==> src/rtl/dmac_pkg.sv <==
// Shared DMA controller types: the write command descriptor and arbiter FSM states.
package dmac_pkg;

    localparam int ADDR_WD    = 32;
    localparam int BURST_BITS = 2;
    localparam int SIZE_BITS  = 3;
    localparam int OFS_WD     = $clog2(ADDR_WD / 8);

    typedef struct packed {
        logic [ADDR_WD-1:0]    dst_addr;
        logic [ADDR_WD-1:0]    len;
        logic [BURST_BITS-1:0] burst;
        logic [SIZE_BITS-1:0]  size;
        logic [OFS_WD-1:0]     src_offset;
    } dmac_wr_cmd_t;

    typedef enum logic {
        ARB_IDLE  = 1'b0,
        ARB_ISSUE = 1'b1
    } arb_state_e;

endpackage

==> src/rtl/dmac_id_fifo.sv <==
// Small synchronous FIFO holding the channel IDs of issued, uncompleted commands.
module dmac_id_fifo #(
    parameter int DEPTH = 4,
    parameter int WD    = 3,
    localparam int PTR_WD = $clog2(DEPTH),
    localparam int CNT_WD = $clog2(DEPTH) + 1
) (
    input  logic              clk_i,
    input  logic              rst_i,
    input  logic              push_i,
    input  logic [WD-1:0]     push_data_i,
    input  logic              pop_i,
    output logic [WD-1:0]     head_o,
    output logic [CNT_WD-1:0] count_o,
    output logic              full_o,
    output logic              empty_o
);

    logic [WD-1:0]     mem_q [DEPTH];
    logic [PTR_WD-1:0] wr_ptr_q, rd_ptr_q;
    logic [CNT_WD-1:0] count_q;
    logic              push_ok, pop_ok;

    assign full_o  = (count_q == CNT_WD'(DEPTH));
    assign empty_o = (count_q == '0);
    assign count_o = count_q;
    assign head_o  = mem_q[rd_ptr_q];

    assign push_ok = push_i && !full_o;
    assign pop_ok  = pop_i && !empty_o;

    // DEPTH is a power of two, so the pointers wrap by natural overflow.
    always_ff @(posedge clk_i) begin
        if (rst_i) begin
            wr_ptr_q <= '0;
            rd_ptr_q <= '0;
            count_q  <= '0;
        end else begin
            if (push_ok) begin
                mem_q[wr_ptr_q] <= push_data_i;
                wr_ptr_q        <= wr_ptr_q + 1'b1;
            end
            if (pop_ok) rd_ptr_q <= rd_ptr_q + 1'b1;
            case ({push_ok, pop_ok})
                2'b10:   count_q <= count_q + 1'b1;
                2'b01:   count_q <= count_q - 1'b1;
                default: count_q <= count_q;
            endcase
        end
    end

endmodule

==> src/rtl/dmac_write_cmd_arb.sv <==
// Round-robin arbiter sharing one write request generator among DMA channels,
// with in-order completion routing back to the issuing channel.
module dmac_write_cmd_arb #(
    parameter int ADDR_WD         = 32,
    parameter int CHANNEL_COUNT   = 8,
    parameter int MAX_OUTSTANDING = 4,
    localparam int CH_ID_WD = $clog2(CHANNEL_COUNT),
    localparam int OFS_WD   = $clog2(ADDR_WD / 8),
    localparam int CNT_WD   = $clog2(MAX_OUTSTANDING) + 1
) (
    input  logic                                             clk,
    input  logic                                             rst,
    input  logic [CHANNEL_COUNT-1:0]                         ch_cmd_valid_i,
    output logic [CHANNEL_COUNT-1:0]                         ch_cmd_ready_o,
    input  logic [CHANNEL_COUNT-1:0][ADDR_WD-1:0]            ch_cmd_dst_addr_i,
    input  logic [CHANNEL_COUNT-1:0][ADDR_WD-1:0]            ch_cmd_len_i,
    input  logic [CHANNEL_COUNT-1:0][dmac_pkg::BURST_BITS-1:0] ch_cmd_burst_i,
    input  logic [CHANNEL_COUNT-1:0][dmac_pkg::SIZE_BITS-1:0]  ch_cmd_size_i,
    input  logic [CHANNEL_COUNT-1:0][OFS_WD-1:0]             ch_cmd_src_offset_i,
    output logic                                             cmd_out_valid_o,
    input  logic                                             cmd_out_ready_i,
    output logic [ADDR_WD-1:0]                               cmd_out_dst_addr_o,
    output logic [ADDR_WD-1:0]                               cmd_out_len_o,
    output logic [dmac_pkg::BURST_BITS-1:0]                  cmd_out_burst_o,
    output logic [dmac_pkg::SIZE_BITS-1:0]                   cmd_out_size_o,
    output logic [OFS_WD-1:0]                                cmd_out_src_offset_o,
    output logic [CH_ID_WD-1:0]                              cmd_out_ch_id_o,
    input  logic                                             wr_done_valid_i,
    input  logic                                             wr_done_err_i,
    output logic [CHANNEL_COUNT-1:0]                         ch_done_o,
    output logic                                             ch_done_err_o,
    output logic [CNT_WD-1:0]                                outstanding_o,
    output logic                                             underflow_err_o
);

    import dmac_pkg::*;

    typedef struct packed {
        logic [ADDR_WD-1:0]    dst_addr;
        logic [ADDR_WD-1:0]    len;
        logic [BURST_BITS-1:0] burst;
        logic [SIZE_BITS-1:0]  size;
        logic [OFS_WD-1:0]     src_offset;
    } cmd_t;

    arb_state_e         state_q;
    logic               cmd_valid_q;
    cmd_t               cmd_q, cmd_d;
    logic [CH_ID_WD-1:0] id_q;
    logic [CH_ID_WD-1:0] rr_ptr_q, rr_ptr_d;
    logic [CH_ID_WD-1:0] win_idx;
    logic               win_found;
    logic               grant;

    logic               push, pop;
    logic [CH_ID_WD-1:0] fifo_head;
    logic               fifo_full, fifo_empty;

    logic [CHANNEL_COUNT-1:0] ch_done_q;
    logic                     ch_done_err_q;
    logic                     underflow_q;

    // First valid channel at or after the pointer, wrapping around.
    always_comb begin
        win_found = 1'b0;
        win_idx   = '0;
        for (int i = 0; i < CHANNEL_COUNT; i++) begin
            if (!win_found && ch_cmd_valid_i[(int'(rr_ptr_q) + i) % CHANNEL_COUNT]) begin
                win_found = 1'b1;
                win_idx   = CH_ID_WD'((int'(rr_ptr_q) + i) % CHANNEL_COUNT);
            end
        end
    end

    // Grant depends only on registered state and channel inputs, never on cmd_out_ready_i.
    assign grant          = !rst && (state_q == ARB_IDLE) && win_found && !fifo_full;
    assign ch_cmd_ready_o = grant ? (CHANNEL_COUNT'(1) << win_idx) : '0;

    assign rr_ptr_d = (win_idx == CH_ID_WD'(CHANNEL_COUNT - 1)) ? '0 : win_idx + 1'b1;

    always_comb begin
        cmd_d            = '0;
        cmd_d.dst_addr   = ch_cmd_dst_addr_i[win_idx];
        cmd_d.len        = ch_cmd_len_i[win_idx];
        cmd_d.burst      = ch_cmd_burst_i[win_idx];
        cmd_d.size       = ch_cmd_size_i[win_idx];
        cmd_d.src_offset = ch_cmd_src_offset_i[win_idx];
    end

    always_ff @(posedge clk) begin
        if (rst) begin
            state_q     <= ARB_IDLE;
            cmd_valid_q <= 1'b0;
            cmd_q       <= '0;
            id_q        <= '0;
            rr_ptr_q    <= '0;
        end else begin
            case (state_q)
                ARB_IDLE: begin
                    if (grant) begin
                        cmd_q       <= cmd_d;
                        id_q        <= win_idx;
                        cmd_valid_q <= 1'b1;
                        rr_ptr_q    <= rr_ptr_d;
                        state_q     <= ARB_ISSUE;
                    end
                end
                ARB_ISSUE: begin
                    if (cmd_out_ready_i) begin
                        cmd_valid_q <= 1'b0;
                        state_q     <= ARB_IDLE;
                    end
                end
                default: state_q <= ARB_IDLE;
            endcase
        end
    end

    assign cmd_out_valid_o      = cmd_valid_q;
    assign cmd_out_dst_addr_o   = cmd_q.dst_addr;
    assign cmd_out_len_o        = cmd_q.len;
    assign cmd_out_burst_o      = cmd_q.burst;
    assign cmd_out_size_o       = cmd_q.size;
    assign cmd_out_src_offset_o = cmd_q.src_offset;
    assign cmd_out_ch_id_o      = id_q;

    // Grant requires space and only one command is in flight, so this push cannot overflow.
    assign push = (state_q == ARB_ISSUE) && cmd_out_ready_i;
    assign pop  = wr_done_valid_i && !fifo_empty;

    dmac_id_fifo #(
        .DEPTH (MAX_OUTSTANDING),
        .WD    (CH_ID_WD)
    ) u_id_fifo (
        .clk_i       (clk),
        .rst_i       (rst),
        .push_i      (push),
        .push_data_i (id_q),
        .pop_i       (pop),
        .head_o      (fifo_head),
        .count_o     (outstanding_o),
        .full_o      (fifo_full),
        .empty_o     (fifo_empty)
    );

    always_ff @(posedge clk) begin
        if (rst) begin
            ch_done_q     <= '0;
            ch_done_err_q <= 1'b0;
            underflow_q   <= 1'b0;
        end else begin
            ch_done_q     <= pop ? (CHANNEL_COUNT'(1) << fifo_head) : '0;
            ch_done_err_q <= pop && wr_done_err_i;
            if (wr_done_valid_i && fifo_empty) underflow_q <= 1'b1;
        end
    end

    assign ch_done_o       = ch_done_q;
    assign ch_done_err_o   = ch_done_err_q;
    assign underflow_err_o = underflow_q;

endmodule

==> config.mk <==
export PLATFORM = sky130hd
export DESIGN_NAME = dmac_write_cmd_arb
export DESIGN_NICKNAME = d
export VERILOG_FILES = /design/src/rtl/dmac_pkg.sv /design/src/rtl/dmac_id_fifo.sv /design/src/rtl/dmac_write_cmd_arb.sv
export SDC_FILE = /design/constraint.sdc
export NUM_CORES = 1
export LEC_CHECK = 0
export CELL_PAD_IN_SITES_DETAIL_PLACEMENT = 0
export CELL_PAD_IN_SITES_GLOBAL_PLACEMENT = 1
export CORE_AREA = 2 2 263 265
export DETAILED_ROUTE_END_ITERATION = 6
export DIE_AREA = 0 0 265 267
export PLACE_DENSITY_LB_ADDON = 0.1
export SYNTH_ARGS = -nofsm -noshare
export SYNTH_HDL_FRONTEND = slang
export SYNTH_SLANG_ARGS = --single-unit
==> constraint.sdc <==
create_clock -name clk -period 7.1 [get_ports clk]
set_input_delay 0.71 -clock clk [delete_from_list [all_inputs] [get_ports clk]]
set_output_delay 0.71 -clock clk [all_outputs]
set_load 0.02 [all_outputs]
## Yosys cells after proc, flatten, opt, wreduce, memory -nomap -nowiden

Memory sizes are Yosys's and may differ from the RTL's. A register that Yosys moved wholly into a read port is not among the register bits.
Cells that the tools add are included.

| operators by class | value |
|---|---|
| reductions and logical operators | 38 |
| equal/unequal tests | 6 |
| order comparisons | 9 |
| shift-type cells | 2 |
| mux-type cells | 63 |
| bitwise operators | 9 |
| add/subtract/negate cells | 12 |

Operators with widths:

| kind | number |
|---|---|
| 32-bit binary-select mux with 3-bit select | 2 |
| 32-bit 2-to-1 mux | 2 |
| 4-bit by 5-bit < comparator with 1-bit output (second input constant) | 7 |
| 1-bit 2-to-1 mux | 30 |
| 3-bit 2-to-1 mux | 10 |
| 1-bit binary-select mux with 3-bit select | 8 |
| 3-bit OR reduction | 7 |
| 1-bit logical AND | 16 |
| 1-bit by 3-bit << shifter with 8-bit output (first input constant) | 2 |
| 3-bit adder (second input constant) | 4 |
| 2-bit binary-select mux with 3-bit select | 2 |
| 1-bit logical NOT | 10 |
| 3-bit by 1-bit adder with 3-bit output (second input constant) | 3 |
| 3-bit binary-select mux with 3-bit select | 1 |
| 3-bit by 4-bit < comparator with 1-bit output (second input constant) | 2 |
| 2-bit 2-to-1 mux | 4 |
| 8-bit 2-to-1 mux | 1 |
| 1-bit AND (first input constant) | 7 |
| 3-bit by 2-bit adder with 3-bit output (second input constant) | 2 |
| 3-bit equality test (second input constant) | 2 |
| 3-bit case mux with 2 select lines | 1 |
| 2-bit by 1-bit adder with 2-bit output (second input constant) | 2 |
| 2-bit != test (second input constant) | 2 |
| 1-bit case mux with 2 select lines | 2 |
| other kinds (8) | 10 |

| storage, ports and cells | value |
|---|---|
| logic and storage cells | 155 |
| input bits | 581 |
| memory bits (writable) | 12 |
| bits in registers | 96 |
| output and inout port bits | 96 |
| memories kept | 1 |

Memories:

| name | words | bits a word | read ports | clocked after memory_dff | write ports | line | source |
|---|---|---|---|---|---|---|---|
| u_id_fifo.mem_q | 4 | 3 | 1 | 1 | 1 | dmac_id_fifo.sv:19 | `logic [WD-1:0] mem_q [DEPTH];` |

## Depth between registers and ports, before layout

| depth | value |
|---|---|
| depth in word-level cells | 30 |
| mapped depth | 16 |
| mapped depth without buffers | 11 |

## By module

From an unflattened synthesis, not the netlist that was laid out.

| second synthesis, totals | value |
|---|---|
| cells, all modules | 1,019 |
| area total of the unflattened synthesis | 10,117.2 um^2 |

By module, submodules not included:

| module | sequential area each (um^2) | instances | cells an instance | area each (um^2) |
|---|---|---|---|---|
| dmac_write_cmd_arb | 1,781.7 | 1 | 950 | 9,198.8 |
| dmac_id_fifo | 540.5 | 1 | 69 | 918.4 |

## Worst setup path before layout

OpenSTA, ideal clock, no wires.

| timing path | value |
|---|---|
| path kind | register to output |
| from | register rr_ptr_q[0] |
| to | output port ch_cmd_ready_o[2] |
| data required time | 6.390 ns |
| arrival time | 4.216 ns |
| setup slack | 2.174 ns |
| cell stages (with the launch flop) | 15 |
| buffers on the path | 4 |
| cell sequence | dfxtp_1 -> buf_4 -> clkinv_1 -> ha_1 -> buf_4 -> mux2i_1 -> mux2i_1 -> o221ai_2 -> mux2_2 -> o32a_1 -> o221ai_4 -> buf_6 -> buf_4 -> inv_1 -> nor4_1 |

| between the ends | value |
|---|---|
| cells in the longest elaborated chain, start to end | 27 |
| elaborated cells on any way between the ends | 64 |
| classes of those cells | 7 x add/sub; 1 x shift; 40 x mux; 16 x reduce/logical |

RTL lines:

| what | line | source |
|---|---|---|
| start, declared | dmac_write_cmd_arb.sv:50 | `logic [CH_ID_WD-1:0] rr_ptr_q, rr_ptr_d;` |
| start signal, assigned | dmac_write_cmd_arb.sv:104 | `rr_ptr_q <= rr_ptr_d;` |
| 3-bit by 1-bit adder with 3-bit output or 1-bit binary-select mux with 3-bit select (tied branches) | dmac_write_cmd_arb.sv:68, dmac_write_cmd_arb.sv:70 |  |
| 1-bit binary-select mux with 3-bit select or 1-bit 2-to-1 mux (tied branches) | dmac_write_cmd_arb.sv:68 | `if (!win_found && ch_cmd_valid_i[(int'(rr_ptr_q) + i) % CHANNEL_COUNT]) begin` |
| 1-bit 2-to-1 mux (not written as such) | dmac_write_cmd_arb.sv:68 |  |
| 1-bit 2-to-1 mux (not written as such) or 1-bit logical NOT (tied branches) | dmac_write_cmd_arb.sv:68 |  |
| 1-bit logical AND | dmac_write_cmd_arb.sv:68 |  |
| 1-bit 2-to-1 mux | dmac_write_cmd_arb.sv:68 |  |
| 1-bit logical NOT | dmac_write_cmd_arb.sv:68 |  |
| 1-bit logical AND | dmac_write_cmd_arb.sv:68 |  |
| (+10 left out) | -- |  |
| 1-bit logical NOT | dmac_write_cmd_arb.sv:68 |  |
| 1-bit logical AND | dmac_write_cmd_arb.sv:68 |  |
| 1-bit 2-to-1 mux | dmac_write_cmd_arb.sv:68 |  |
| 1-bit logical NOT | dmac_write_cmd_arb.sv:68 |  |
| 1-bit logical AND | dmac_write_cmd_arb.sv:68 |  |
| 1-bit 2-to-1 mux | dmac_write_cmd_arb.sv:68 |  |
| 1-bit logical AND (2 in series) | dmac_write_cmd_arb.sv:76 | `assign grant = !rst && (state_q == ARB_IDLE) && win_found && !fifo_full;` |
| 8-bit 2-to-1 mux (*) | dmac_write_cmd_arb.sv:77 | `assign ch_cmd_ready_o = grant ? (CHANNEL_COUNT'(1) << win_idx) : '0;` |
| end, declared | dmac_write_cmd_arb.sv:14 | `output logic [CHANNEL_COUNT-1:0] ch_cmd_ready_o,` |

Mark *: on every way between the ends. The rest lies on a longest branch, timed or not. The select of a mux whose other input is x is not followed.

## Worst setup path in the final report

| timing path | value |
|---|---|
| from | register rr_ptr_q[0] |
| to | output port ch_cmd_ready_o[6] |

The elaborated chain is that of the path after synthesis.

==> results.md <==
- Outcome: completed
- Die X: 265 µm
- YS warnings: 0
- DRT iter0 DRCs: 340
- Synth Cell Area: 0.00863 mm²
- Io pins: 677
- Cell taking the most area after synthesis: mux4_2
- Largest family of logic cells by synthesized area: multiplexers
- Worst min-delay path class: reg -> reg
- CTS tree: yes
- Buffers added on ports: 676
- Total gr overflow: 0
- Worst slew margin: 17.4%
- Reg2reg start: rr_ptr_q[0]
- Gpl congestion: 0.783
- Area post-placement: 0.0163 mm²
- CP Max Fanout: 17
- Synthesized Nets: 1315
- Top_reg_cell synth: dfxtp_1
- Layout cell share with drive strength beyond 1: 15.8%
- Hold path depth: 2
- Synth area leaders: mux4_2 (41%), dfxtp_1 (23%), nand2_1 (6.8%)
- Most numerous cell in the Yosys netlist: nand2_1
- Setup total negative slack: 0 ps
- Sequential-to-total area share from yosys stat: 26.9%
- Post-synthesis compound-gate area fraction: 10.4%
- Final Hold Fails: 0
- Final instance area: 0.0166 mm²
- # nets final: 1954
- Critical Path Sink Type: output port
- Max-cap violations: 0
- CTS sink count: 110
- Part of the cycle the worst path needs: 82.3%
- Adder-Cell Fraction of Synth Area: 1.25%
- Via count: 8986
- Post-synth EDFFs: 12
- Vias in the first global route: 9927
- Min-delay src: cmd_out_dst_addr_o[2]
- Drt total wl: 57000 µm
- TritonCTS buffer count: 9
- Critical path arrival: 5130 ps
- CTS Hold Bufs: 0
- Post-route DRC: 0
- Antenna violations before repair: 18
- H-tree Lvls: 3
- Slew @ Worst Pin: 1240 ps
- Placed cell count: 2236
- Placeable Area: 0.0680 mm²
- Setup violators final: 0
- Synth Area in Simple Gates: 11.6%
- DR pass1 iterations: 4
- Synth Instances: 726
- Die Height: 267 µm
- Largest net degree at the start of global routing: 98
- Asr flop ratio synth: 0%
- FF-to-FF path depth: 13
- Post-synth top area share: 40.7%
- Root buffer cell: clkbuf_16
- RSZ-0062 raised after global routing: false
- Post-synthesis xor/xnor area fraction: 1.48%
- Post-synthesis mux area share: 43.1%
- Yosys cell types: 62
- Total track usage: 15.5%
- Critical Path RT: 6390 ps
- P&R area growth vs syn: 92.8%
- PwrDens: 447 mW/mm²
- Syn avg cell area: 11.9 µm²
- Starting Density: 12.7%
- R2R setup slack: 1680 ps
- Clock Latency Late Sink: 400 ps
- Crit path time final: 5840 ps
- CP Class: reg -> out
- Hold_ws: 439 ps
- Post-route ant nets: 0
- Drt via density: 3.97
- Post-CTS Setup Inserts: 0
- CTS clock-pin slew for the worst setup and hold paths: 110 ps
- Synthesized flop and latch total: 110
- Peak Freq: 0.171 GHz
- Setup crit start: rr_ptr_q[0]
- FF-to-FF End: cmd_out_dst_addr_o[19]
- Pwr Total: 7440 µW
- VDD IR max: 0.000324 V
- Die area: 0.0708 mm²
- Commonest cells in the netlist: nand2_1 (157), mux4_2 (156), dfxtp_1 (98)
- Worst clock skew: 18.8 ps
- Row Count: 96
- CTS Buffer Depth: 2
- Post-DP HPWL: 47300 µm
- WL/cell: 25.2 µm
- Final Non-Filler Cells: 2263
- Crit path launch type: flip-flop
- Leakage: 0.00580 µW
- Post_cts resized: 0
- WHS Endpoint: cmd_out_dst_addr_o[2]
- Slew Limit Fails: 0
- First-pass GRT wire length: 76300 µm
## power by group
| group | total [µW] | internal (µW) | switching [µW] |
|---|---|---|---|
| clock | 609 | 261 | 348 |
| combinational | 5890 | 3010 | 2880 |
| sequential | 945 | 837 | 108 |
## final cells by class
cell class | instances | area [µm²]
clock buffers | 9 | 225
multi-input cells | 539 | 5880
flip-flops and latches | 110 | 2320
diodes | 11 | 27.5
clock inverters | 7 | 101
fillers | 7214 | 51300
repair buffers | 691 | 6930
inverters | 14 | 52.6
well taps | 882 | 1100
## kinds of logic (layout without fill, tap and decap cells)
family | Yosys count | count (layout)
AND/OR/NAND/NOR | 233 | 233
multiplexers | 174 | 174
AO/OA/AOI/OAI | 112 | 112
flip-flops | 110 | 110
buffers and inverters | 77 | 721
XOR/XNOR | 12 | 12
adder cells (fa/ha/maj) | 8 | 8
other | 0 | 11
## per-stage QoR
| step | util (%) | worst slack (ps) |
|---|---|---|
| finish | 24.5 | 1260 |
| floorplan | - | 2170 |
| global placement | 24.0 | 1630 |
| global route | 24.5 | 867 |
| CTS | 24.4 | 1150 |
| detailed placement | 24.0 | 1610 |
## state kept, by name, summed over array words and instances, names as in the netlist, named ones only
| register | count |
|---|---|
| cmd_out_src_offset_o | 2 |
| cmd_out_dst_addr_o | 32 |
| u_id_fifo.rd_ptr_q | 2 |
| u_id_fifo.count_o | 3 |
| cmd_out_len_o | 32 |
| state_q | 1 |
| u_id_fifo.mem_q | 12 |
| ch_done_err_o | 1 |
| ch_done_o | 8 |
| cmd_out_size_o | 3 |
| cmd_out_burst_o | 2 |
| rr_ptr_q | 3 |
| cmd_out_ch_id_o | 3 |
| underflow_err_o | 1 |
| cmd_out_valid_o | 1 |
| u_id_fifo.wr_ptr_q | 2 |
## placed cells by master, fill, tap and decap left out, types with 2 or more instances in the layout
cell             instances
clkdlybuf4s50_1        676
nand2_1                157
mux4_2                 156
dfxtp_1                 98
a22oi_1                 71
nor2_1                  31
edfxtp_1                12
diode_2                 11
inv_1                   11
mux2i_1                 11
buf_4                   11
clkbuf_16                9
a21oi_1                  8
nand3_1                  7
o21ai_0                  7
ha_1                     7
nor3_1                   6
xor2_1                   5
and2_1                   5
nand2b_1                 4
mux2_2                   4
xnor2_1                  4
and3_1                   4
or3_1                    4
clkinv_8                 4
buf_12                   4
a211oi_1                 3
nor4_1                   3
or2_2                    3
clkinv_1                 2
xor2_2                   2
a211oi_2                 2
a2bb2oi_1                2
o32a_1                   2
nor2_4                   2
a31o_2                   2
## per-layer routing
layer	share of wire (%)	vias up	routed length (µm)	track usage (%)
met5	0.17	-	98	0
met1	37	4392	21100	16.7
met3	6.7	47	3830	4.39
met2	54	370	30900	29.0
li1	-	4161	-	-
met4	1.7	16	988	4.79
## worst max-delay path: stages, from the launching register on
cell             delay [ps]
dfxtp_1                 350
clkinv_1                270
ha_1                    740
mux2i_1                 360
mux2i_1                 160
o221ai_2                390
mux2_2                  380
o32a_1                  320
o221ai_4                490
buf_4                   410
and3_1                  240
clkdlybuf4s50_1         610
## worst max path at each step
stage,end
detailed placement,cmd_out_len_o[0]
global placement,cmd_out_dst_addr_o[11]
CTS,ch_cmd_ready_o[6]
global route,ch_cmd_ready_o[2]
floorplan,ch_cmd_ready_o[2]
finish,ch_cmd_ready_o[6]
(Power assumes the default switching activity.)
